### config.mk
export PLATFORM = sky130hd
export DESIGN_NAME = systolic_skew_feeder
export DESIGN_NICKNAME = d
export VERILOG_FILES = /design/src/rtl/systolic_skew_feeder.sv
export SDC_FILE = /design/constraint.sdc
export NUM_CORES = 1
export LEC_CHECK = 0
export ABC_CLOCK_PERIOD_IN_PS = 5500
export CORE_MARGIN = 2
export CORE_UTILIZATION = 55
export CTS_CLUSTER_DIAMETER = 50
export DETAILED_ROUTE_END_ITERATION = 7
export GPL_TIMING_DRIVEN = 0
export HOLD_SLACK_MARGIN = 0.05
export PLACE_DENSITY = 0.76
export REMOVE_ABC_BUFFERS = 1
export SYNTH_ARGS = -nofsm -noshare
export SYNTH_HDL_FRONTEND = slang
export SYNTH_SLANG_ARGS = --single-unit
### constraint.sdc
create_clock -name clk -period 5.5 [get_ports clk]
set_input_delay 0.55 -clock clk [delete_from_list [all_inputs] [get_ports clk]]
set_output_delay 0.55 -clock clk [all_outputs]
set_load 0.005 [all_outputs]
### src/rtl/systolic_skew_feeder.sv
// Captures an N x N matrix row by row and streams it as diagonally skewed, zero-padded vectors.
// Defining SKEW_FEEDER_DRAIN_EN appends N zero-valued flush cycles after the stream.
module systolic_skew_feeder #(
    parameter  int DATA_WIDTH = 32,
    parameter  int MAX_DIM    = 4,
    localparam int DIM_W      = (MAX_DIM > 1) ? $clog2(MAX_DIM) : 1,
    localparam int CNT_W      = $clog2(3 * MAX_DIM)
) (
    input  logic                          clk,
    input  logic                          reset,
    input  logic                          write_enable,
    input  logic [MAX_DIM*DATA_WIDTH-1:0] bus,
    input  logic [DIM_W-1:0]              dim_m1,
    input  logic                          transpose,
    input  logic                          start,
    output logic                          busy,
    output logic                          full,
    output logic [MAX_DIM*DATA_WIDTH-1:0] vector,
    output logic                          vector_valid,
    output logic                          done
);

    // state  | meaning
    // IDLE   | waiting for the first row of a load
    // LOAD   | capturing rows 1..N-1
    // FULL   | matrix held, waiting for start
    // STREAM | emitting the 2N-1 skewed vectors
    // DRAIN  | emitting N zero vectors so array partial sums flush
    typedef enum logic [2:0] {
        S_IDLE,
        S_LOAD,
        S_FULL,
`ifdef SKEW_FEEDER_DRAIN_EN
        S_STREAM,
        S_DRAIN
`else
        S_STREAM
`endif
    } state_e;

    state_e                          state_q;
    logic [DIM_W-1:0]                n_m1_q;
    logic [DIM_W-1:0]                row_cnt_q;
    logic [CNT_W-1:0]                stream_cnt_q;
    logic                            transpose_q;
    logic [MAX_DIM*DATA_WIDTH-1:0]   mat_q [MAX_DIM];
    logic [MAX_DIM*DATA_WIDTH-1:0]   vector_q;
    logic [MAX_DIM*DATA_WIDTH-1:0]   lanes_d;
    logic                            valid_q;
    logic                            done_q;

    // Lane i carries element (i, t-i), so a lane/column pair is selected when i + j == t.
    always_comb begin
        lanes_d = '0;
        for (int i = 0; i < MAX_DIM; i++) begin
            for (int j = 0; j < MAX_DIM; j++) begin
                if (i <= int'(n_m1_q) && j <= int'(n_m1_q) && int'(stream_cnt_q) == i + j) begin
                    lanes_d[DATA_WIDTH*i +: DATA_WIDTH] = transpose_q
                        ? mat_q[j][DATA_WIDTH*i +: DATA_WIDTH]
                        : mat_q[i][DATA_WIDTH*j +: DATA_WIDTH];
                end
            end
        end
    end

    always_ff @(posedge clk or negedge reset) begin
        if (!reset) begin
            state_q      <= S_IDLE;
            n_m1_q       <= '0;
            row_cnt_q    <= '0;
            stream_cnt_q <= '0;
            transpose_q  <= 1'b0;
            vector_q     <= '0;
            valid_q      <= 1'b0;
            done_q       <= 1'b0;
            for (int r = 0; r < MAX_DIM; r++) mat_q[r] <= '0;
        end else begin
            vector_q <= '0;
            valid_q  <= 1'b0;
            done_q   <= 1'b0;
            case (state_q)
                S_IDLE: begin
                    if (write_enable) begin
                        n_m1_q <= dim_m1;
                        for (int r = 0; r < MAX_DIM; r++) begin
                            if (r == 0) mat_q[r] <= bus;
                            else if (r > int'(dim_m1)) mat_q[r] <= '0;
                        end
                        if (dim_m1 == '0) begin
                            row_cnt_q <= '0;
                            state_q   <= S_FULL;
                        end else begin
                            row_cnt_q <= DIM_W'(1);
                            state_q   <= S_LOAD;
                        end
                    end
                end
                S_LOAD: begin
                    if (write_enable) begin
                        mat_q[row_cnt_q] <= bus;
                        if (row_cnt_q == n_m1_q) begin
                            row_cnt_q <= '0;
                            state_q   <= S_FULL;
                        end else begin
                            row_cnt_q <= row_cnt_q + DIM_W'(1);
                        end
                    end
                end
                S_FULL: begin
                    if (start) begin
                        transpose_q  <= transpose;
                        stream_cnt_q <= '0;
                        state_q      <= S_STREAM;
                    end
                end
                S_STREAM: begin
                    vector_q <= lanes_d;
`ifdef SKEW_FEEDER_DRAIN_EN
                    valid_q      <= 1'b1;
                    stream_cnt_q <= stream_cnt_q + CNT_W'(1);
                    if (int'(stream_cnt_q) == 2 * int'(n_m1_q)) state_q <= S_DRAIN;
`else
                    if (int'(stream_cnt_q) == 2 * int'(n_m1_q) + 1) begin
                        done_q       <= 1'b1;
                        stream_cnt_q <= '0;
                        state_q      <= S_IDLE;
                    end else begin
                        valid_q      <= 1'b1;
                        stream_cnt_q <= stream_cnt_q + CNT_W'(1);
                    end
`endif
                end
`ifdef SKEW_FEEDER_DRAIN_EN
                S_DRAIN: begin
                    if (int'(stream_cnt_q) == 3 * int'(n_m1_q) + 2) begin
                        done_q       <= 1'b1;
                        stream_cnt_q <= '0;
                        state_q      <= S_IDLE;
                    end else begin
                        valid_q      <= 1'b1;
                        stream_cnt_q <= stream_cnt_q + CNT_W'(1);
                    end
                end
`endif
                default: state_q <= S_IDLE;
            endcase
        end
    end

    assign busy         = (state_q != S_IDLE);
    assign full         = (state_q == S_FULL);
    assign vector       = vector_q;
    assign vector_valid = valid_q;
    assign done         = done_q;

endmodule
## Word level (Yosys, flattened, before mapping)

Cells that the tools add are included.

| word-level totals | value |
|---|---|
| bits in latches | 0 |
| RAM bits | 0 |
| input port bits | 135 |
| register bits after elaboration | 654 |
| ROM bits | 0 |
| output and inout port bits | 132 |
| logic and storage cells | 127 |
| memories | 0 |

| cells by class | value |
|---|---|
| $mul | 0 |
| magnitude comparators | 8 |
| shifts and indexed selects | 0 |
| mux-type cells | 57 |
| equality and inequality tests | 19 |
| bitwise operators | 1 |
| reduce and logical (&&, ||, !) cells | 27 |
| div/mod/pow operators | 0 |
| add/sub/neg operators | 3 |

Operators with widths:

| cell | number |
|---|---|
| 512-bit 2-to-1 mux | 2 |
| 512-bit one-hot mux with 2 select lines | 1 |
| 32-bit 2-to-1 mux | 28 |
| 128-bit 2-to-1 mux | 5 |
| 512-bit bitwise mux | 1 |
| 128-bit demux with 2-bit select | 1 |
| 2-bit inequality test, second input constant | 8 |
| 3-bit 2-to-1 mux | 5 |
| 1-bit logical AND | 13 |
| 4-bit equality test, second input constant | 3 |
| 3-bit one-hot mux with 4 select lines | 1 |
| 4-bit AND reduction | 3 |
| 4-bit by 3-bit equality test with 1-bit output, second input constant | 2 |
| 2-bit 2-to-1 mux | 4 |
| 4-bit 2-to-1 mux | 2 |
| 4-bit one-hot mux with 2 select lines | 1 |
| 3-bit by 2-bit equality test with 1-bit output, second input constant | 2 |
| 2-bit AND reduction | 3 |
| 1-bit 2-to-1 mux | 5 |
| 5-bit AND reduction | 1 |
| 3-bit by 1-bit adder with 4-bit output, second input constant | 1 |
| 4-bit by 1-bit adder with 4-bit output, second input constant | 1 |
| 4-bit by 2-bit equality test with 1-bit output, second input constant | 1 |
| 4-bit equality test | 1 |
| other kinds (17) | 20 |

## Logic depth before layout (Yosys ltp)

Gate-level depths: netlist of the first run.

| logic depth | value |
|---|---|
| depth in word-level cells | 8 |
| gate-level depth with buffers | 11 |
| depth with buffers taken out | 6 |

## Worst setup path after synthesis of the first run

OpenSTA, ideal clock, no wires.

| timing | value |
|---|---|
| path kind | reg-to-reg |
| from | register state_q[1] |
| to | register mat_q[491] in the netlist's numbering |
| path buffers | 3 |
| arrival time | 1909 ps |
| stages on the path, launching flop included | 9 |
| required time | 5375 ps |
| slack | 3467 ps |
| setup time | 125 ps |
| period minus slack after synthesis | 2033 ps |
| cell sequence | dfrtp_1 -> inv_1 -> ha_1 -> buf_2 -> and2_1 -> o21ai_0 -> buf_2 -> buf_2 -> mux2_2 |

| between the ends | value |
|---|---|
| cells in the longest elaborated chain, start to end | 3 |
| elaborated cells on any way between the ends | 7 |
| classes of those cells | eq/ne (3); mux (1); reduce/logical (3) |

RTL lines:

| what | RTL line | source |
|---|---|---|
| start, declared | 41 | `state_e state_q;` |
| start signal, assigned | 68 | `state_q <= S_IDLE;` |
| start signal, assigned | 91 | `state_q <= S_FULL;` |
| start signal, assigned | 94 | `state_q <= S_LOAD;` |
| 3-bit by 1-bit equality test with 1-bit output or 3-bit zero test (tied branches) | 81 | `case (state_q)` |
| 2-bit inequality test (no line) or 2-bit nonzero test (tied branches) | - |  |
| 3-bit AND reduction (no line) | - |  |
| end signal, assigned by index | 86 | `if (r == 0) mat_q[r] <= bus;` |
| end signal, assigned by index | 100 | `mat_q[row_cnt_q] <= bus;` |
| end, declared | 46 | `logic [MAX_DIM*DATA_WIDTH-1:0] mat_q [MAX_DIM];` |

Several ways; a longest one is shown, not always the timed one.
A chain may end at the register's enable or synchronous reset.

## Final worst setup path of the first run

| timing | value |
|---|---|
| from | register stream_cnt_q[0] |
| to | register vector_q[87] (netlist: vector[87]) |

| between the ends | value |
|---|---|
| cells in the longest elaborated chain, start to end | 7 |
| elaborated cells on any way between the ends | 13 |
| classes of those cells | eq/ne (4); mux (5); reduce/logical (4) |

RTL lines:

| what | RTL line | source |
|---|---|---|
| start, declared | 44 | `logic [CNT_W-1:0] stream_cnt_q;` |
| start signal, assigned | 129 | `stream_cnt_q <= stream_cnt_q + CNT_W'(1);` |
| 4-bit by 3-bit equality test with 1-bit output | 57 | `if (i <= int'(n_m1_q) && j <= int'(n_m1_q) && int'(stream_cnt_q) == i + j) begin` |
| 1-bit logical AND | 57 |  |
| 32-bit 2-to-1 mux (3 in series) | 57 |  |
| 32-bit 2-to-1 mux (*) | 57 |  |
| 128-bit 2-to-1 mux (*) | 81 |  |
| end signal, assigned | 117 | `vector_q <= lanes_d;` |
| end, declared | 47 | `logic [MAX_DIM*DATA_WIDTH-1:0] vector_q;` |

Every way passes the cells marked *; elsewhere a longest branch is shown, timed or not.

==> out/results.tsv, run 1 <==
metric	value	unit
status	completed	
synth_warnings	0	
synth_top_flop_cell	dfrtp_1	
core_region_area	56500	µm²
htreeDepth	3	
grt_overflow_total	0	
grt_use_total	33.9	%
path_class	flip-flop to flip-flop	
crit_fanout	25	
slowest_stage	nor2_4	
layout-drive-gt1-share	18.1	%
final_common_cell	dfrtp_1	
maxCapViolCount	0	
skew	22.4	ps
placed_area	35500	µm²
synth_top_area_share	51.8	%
dr.pass1.iters	6	
finalHoldViolCount	0	
finalCritPeriodShare	72.0	%
layout.nets	3097	
hp-class	primary input to async pin	
cts_setup_buffers	0	
fin_setup_tns	0	ps
start_util	55.8	%
pwr-share-comb	38.8	%
multi_input_area	14000	µm²
crit_top_cell	buf_12	
ys_types	56	
rows	87	
clk_path_buf_depth	3	
p_leak	16.1	nW
hpwl	59.4	mm
final-seq-area	16300	µm²
rsz0062_at_grt	false	
die_h	243	µm
cts_tree	done	
avgSynthCellArea	11.2	µm²
slew_viol_final	0	
grt_pass1_wl	154	mm
io_pins	267	
swShare	36.6	%
setup_viol	0	
path_cells	inv_1 > ha_1 > nand4bb_4 > buf_12 > buf_12 > nor2_4 > buf_12 > nand2_1 > a221oi_1	
ys_async_sr_fraction	100	%
fill_cells	4007	
via_per_inst	6.61	
worst_pin_slew	1070	ps
layout_common_cells	dfrtp_1, nand2_1, mux2_2	
total_power	20.6	mW
crit_required	5960	ps
synth-seq-area-share	51.8	%
vias	24900	
fin_crit	3960	ps
drc	0	
power_frac_seq	35.7	%
crit_arrival	4420	ps
die_x	243	µm
avgRoutedWirePerCell	26.7	µm
routed_wl	101	mm
clockPowerShare	25.5	%
grt_pass1_vias	25700	
synth-seq-cells	653	
port_buffers	266	
yosys.area.top_type	dfrtp_1	
cts_buffers	74	
yosys-top-cells-area	dfrtp_1, mux2_2, mux2i_1	
gp_congestion	0.790	
p_sw	7.54	mW
synth_edf_count	0	
synthCells	2813	
fin_area	38100	µm²
clk_pin_slew	60	ps
syn-cell-area	31500	µm²
p_per_area	540	nW/µm²
antenna_found_initial	11	
max_stage_delay	660	ps
area_delta_synth_final	20.9	%
cts_sinks	653	
slew_headroom	28.5	%
fmax	253	MHz
cts-root-buf	clkbuf_16	
clkLatencyLatePin	630	ps
cp-end-kind	flip-flop	
dieArea	59200	µm²
ant_nets	0	
drt-initial-drc-count	2638	
peakVddDrop	0.000472	V
ctsHoldBuffers	1	
cp-start-kind	flip-flop	
grt_max_degree	127	
intPower	13.0	mW
cts_resized	0	
## per-layer routing
layer | track usage (%) | vias up | wire length (µm)
met5 | 0 | - | 30
met4 | 15.6 | 6 | 4000
met3 | 7.83 | 299 | 9900
met2 | 53.0 | 1388 | 46800
met1 | 45.0 | 12600 | 39700
li1 | - | 10600 | -
## metrics by stage
| step | std cells | hold slack [ps] | util, % | setup WS, ps |
|---|---|---|---|---|
| final | 3770 | 470 | 67.5 | 1540 |
| after global routing | 3769 | 502 | 67.5 | 1530 |
| after CTS | 3761 | 471 | 67.4 | 1650 |
| after detailed placement | 3629 | 470 | 62.8 | 1700 |
| after global placement | 3567 | 461 | 59.9 | -24620 |
| after floorplan | 2545 | 254 | - | -7780 |
## layout make-up
class	instances	area share [%]
Sequential cell	653	42.9
Multi-Input combinational cell	1881	36.7
Timing Repair Buffer	329	10.9
Clock buffer	108	5.98
Tap cell	756	2.48
Clock inverter	23	0.834
Inverter	11	0.115
Antenna cell	9	0.0591
## worst max-delay path, delay by kind of cell, from the launching register on
kind                       cells  cell delay (ps)
AOI/OAI and AO/OA              1              550
adders and majority gates      1              450
buffers and inverters          4             1000
DFF                            1              480
and+or+nand+nor                3             1260
## synthesized netlist by cell type (all sizes together), types with 2 or more instances
library cell  count
o21ai           233
nand2           516
and3              5
nor3              2
nor2              8
a21oi            35
clkbuf          111
a32o             26
mux2            286
nand2b            2
o2111a            6
nand3            37
a21o              3
o211ai           61
dfrtp           653
ha               12
mux2i           198
o32ai            64
a211oi           33
o221ai            5
and2              4
xor2              4
nor4b             2
buf             157
inv              11
a22o            162
nor4              2
nor2b            34
a221oi           96
o31ai            33
## power by group through the flow
stage | clock (mW) | sequential, mW | combinational (mW)
2_1_floorplan | 0 | 7.29 | 5.04
3_3_place_gp | 0 | 7.62 | 6.78
3_5_place_dp | 0 | 7.36 | 7.77
4_1_cts | 5.29 | 7.30 | 7.84
5_1_grt | 5.50 | 7.51 | 8.46
6_report | 5.26 | 7.34 | 7.98
## cells by family (layout without fill, tap and decap cells)
kind of cell             after synthesis  in the layout  share of synthesized area, %
AO/OA/AOI/OAI                        762            762                          18.6
AND/OR/NAND/NOR                      619            619                          8.15
other                                  0              9                             0
multiplexers                         484            484                          16.5
flip-flops                           653            653                          51.8
adder cells (fa/ha/maj)               12             12                         0.476
XOR/XNOR                               4              4                         0.111
buffers and inverters                279            471                          4.29
## worst paths after layout
path	startpoint	to	slack [ps]	cells past startpoint
max	stream_cnt_q[0]$_DFFE_PN0P_	vector[87]$_DFF_PN0_	1540	9
max in group asynchronous	reset	transpose_q$_DFFE_PN0P_	3350	4
min	reset	vector[1]$_DFF_PN0_	470	2
max reg2reg	stream_cnt_q[0]$_DFFE_PN0P_	vector[87]$_DFF_PN0_	1540	9
min reg2reg	mat_q[215]$_DFFE_PN0P_	mat_q[215]$_DFFE_PN0P_	480	2
min in group clk	mat_q[215]$_DFFE_PN0P_	mat_q[215]$_DFFE_PN0P_	480	2
## flip-flops by register name, indices dropped and copies added (netlist names)
name          count
done              1
mat_q           512
n_m1_q            2
row_cnt_q         2
state_q           2
stream_cnt_q      4
transpose_q       1
vector          128
vector_valid      1
Note: power is estimated with default switching activity, not from simulation.
==> run 2, diff against run 1 <==
--- a/config.mk
+++ b/config.mk
@@ -5,14 +5,14 @@
 export SDC_FILE = /design/constraint.sdc
 export NUM_CORES = 1
 export LEC_CHECK = 0
-export ABC_CLOCK_PERIOD_IN_PS = 5500
+export ABC_CLOCK_PERIOD_IN_PS = 3600
 export CORE_MARGIN = 2
-export CORE_UTILIZATION = 55
+export CORE_UTILIZATION = 53
 export CTS_CLUSTER_DIAMETER = 50
 export DETAILED_ROUTE_END_ITERATION = 7
 export GPL_TIMING_DRIVEN = 0
 export HOLD_SLACK_MARGIN = 0.05
-export PLACE_DENSITY = 0.76
+export PLACE_DENSITY = 0.77
 export REMOVE_ABC_BUFFERS = 1
 export SYNTH_ARGS = -nofsm -noshare
 export SYNTH_HDL_FRONTEND = slang
==> constraint.sdc (replaced) <==
create_clock -name clk -period 3.6 [get_ports clk]
set_input_delay 0.36 -clock clk [delete_from_list [all_inputs] [get_ports clk]]
set_output_delay 0.36 -clock clk [all_outputs]
set_load 0.005 [all_outputs]
==> run 2 against run 1 <==
Clock skew up 1.2 ps. Cell area grew 0.16%. Highest routed layer unchanged. Via count up 0.41%. Sequential power up 54%.
==> out/results.tsv, run 2 (same netlist as run 1, synthesis figures left out) <==
metric	value	unit
ant_nets	0	
grt_pass1_vias	25600	
port_buffers	266	
dr.pass1.iters	6	
crit_top_cell	buf_16	
wirelength_met1	39.8	mm
place_ws	7.16	ps
slowest_stage	and2_4	
grt_use_total	32.9	%
layout_common_cells	dfrtp_1, nand2_1, mux2_2	
fin_crit	3560	ps
reg2reg_slack	40	ps
total_power	31.5	mW
drt-initial-drc-count	2744	
stdcell_count	3792	
p_leak	16.1	nW
intPower	20.0	mW
p_sw	11.5	mW
setup_viol	0	
cts_buffers	73	
via_per_inst	6.60	
htreeDepth	3	
maxCapViolCount	0	
clk_pin_slew	60	ps
final_common_cell	dfrtp_1	
status	completed	
dr_wl_met2	45.8	mm
r2r_cells	8	
cts_tree	done	
finish.utilization	64.8	%
fmax	281	MHz
clkLatencyLatePin	620	ps
timing.rr.end	mat_q[161]$_DFFE_PN0P_	
endpoint	mat_q[161]$_DFFE_PN0P_	
cts_sinks	653	
layout-drive-gt1-share	18.4	%
p_per_area	825	nW/µm²
die_x	248	µm
max_stage_delay	530	ps
grt_pass1_wl	153	mm
io_pins	267	
finalHoldViolCount	0	
area_delta_synth_final	21.1	%
cp.depth	8	
startpoint	state_q[1]$_DFFE_PN0P_	
finalCritPeriodShare	98.9	%
placed_area	35500	µm²
cts_resized	0	
cp-start-kind	flip-flop	
crit_fanout	57	
dp.cells	3646	
slew_headroom	30.3	%
crit_arrival	4110	ps
vias	25000	
crit_buf_inv	4	
registers.top_by_ff_count	mat_q	
worstReg2RegStart	state_q[1]$_DFFE_PN0P_	
path_cells	inv_1 > ha_4 > buf_16 > and2_4 > buf_12 > and3_4 > buf_16 > a22o_1	
avgRoutedWirePerCell	26.6	µm
hp-class	primary input to async pin	
power_frac_seq	35.9	%
path_class	flip-flop to flip-flop	
clk_path_buf_depth	3	
drc	0	
peakVddDrop	0.000935	V
fill_cells	4355	
cp-end-kind	flip-flop	
antenna_found_initial	12	
core_region_area	58900	µm²
swShare	36.6	%
grt_overflow_total	0	
worst_pin_slew	1040	ps
rows	89	
topRoutingLayerUsed	met5	
skew	23.6	ps
routed_wl	101	mm
start_util	53.5	%
die_h	248	µm
rsz0062_at_grt	false	
layout.nets	3101	
wl_met3	10.2	mm
slew_viol_final	0	
crit_required	4150	ps
grt_max_degree	123	
clockPowerShare	25.8	%
dieArea	61400	µm²
cts-root-buf	clkbuf_16	
fin_area	38200	µm²
largest_reg_flops	512	
hpwl	59.2	mm
gp_congestion	0.810	
pwr-share-comb	38.3	%
timing.final.ws_setup	39.1	ps
cpLargestDelayFamily	buffers and inverters	
-- run 2: cell types whose count changed in the layout (fill, tap and decap cells not counted), sizes merged --
cell and delta:
clkinvlp +1, clkinv +1, and3 +1, diode -1, clkbuf -8, inv +3, buf +4, bufinv +4
-- run 2: area by class of cell --
class,instances,area [µm²],share of cell area [%]
tap,773,967,2.53
timing repair buffer,333,4180,10.9
multi-input combinational,1882,14000,36.7
sequential,653,16300,42.8
inverter,11,43.8,0.115
antenna,8,20.0,0.0524
clock inverter,32,483,1.27
clock buffer,100,2120,5.56
-- run 2: power groups by stage --
stage	logic (mW)	registers (mW)	clock network (mW)
3_3_place_gp	8.64	11.0	0
3_5_place_dp	11.8	11.3	0
2_1_floorplan	6.90	11.0	0
5_1_grt	12.8	11.6	8.48
4_1_cts	11.9	11.2	8.16
6_report	12.1	11.3	8.12
-- run 2: metrics by stage --
step | TNS [ps] | hold slack (ps)
after floorplan | -3633230 | 64.4
after global placement | - | 461
after detailed placement | 0 | 357
after CTS | 0 | 315
after global routing | 0 | 365
final | 0 | 296
-- run 2: worst min path at each step --
stage / slack (ps) / endpoint / cells after the start / from
floorplan: 60 / done$_DFF_PN0_ / 0 / reset
global placement: 460 / mat_q[219]$_DFFE_PN0P_ / 2 / mat_q[219]$_DFFE_PN0P_
detailed placement: 360 / vector[110]$_DFF_PN0_ / 1 / reset
CTS: 310 / mat_q[333]$_DFFE_PN0P_ / 2 / reset
global route: 370 / mat_q[333]$_DFFE_PN0P_ / 2 / reset
finish: 300 / mat_q[333]$_DFFE_PN0P_ / 2 / reset
-- run 2: per-layer routing --
metal / GRT usage (%) / vias to the layer above
li1: - / 10600
met1: 43.8 / 12600
met2: 50.1 / 1366
met3: 7.86 / 358
met4: 17.3 / 12
met5: 0 / -
-- run 2: repair_timing --
action / 4_1_cts / 5_1_grt
hold buffers: 1 / 0
setup buffers: 0 / 4
hold endpoints to repair: 67 / 0
pin swaps: 1 / 2
setup endpoints to repair: 40 / 5
gates cloned: 1 / 0
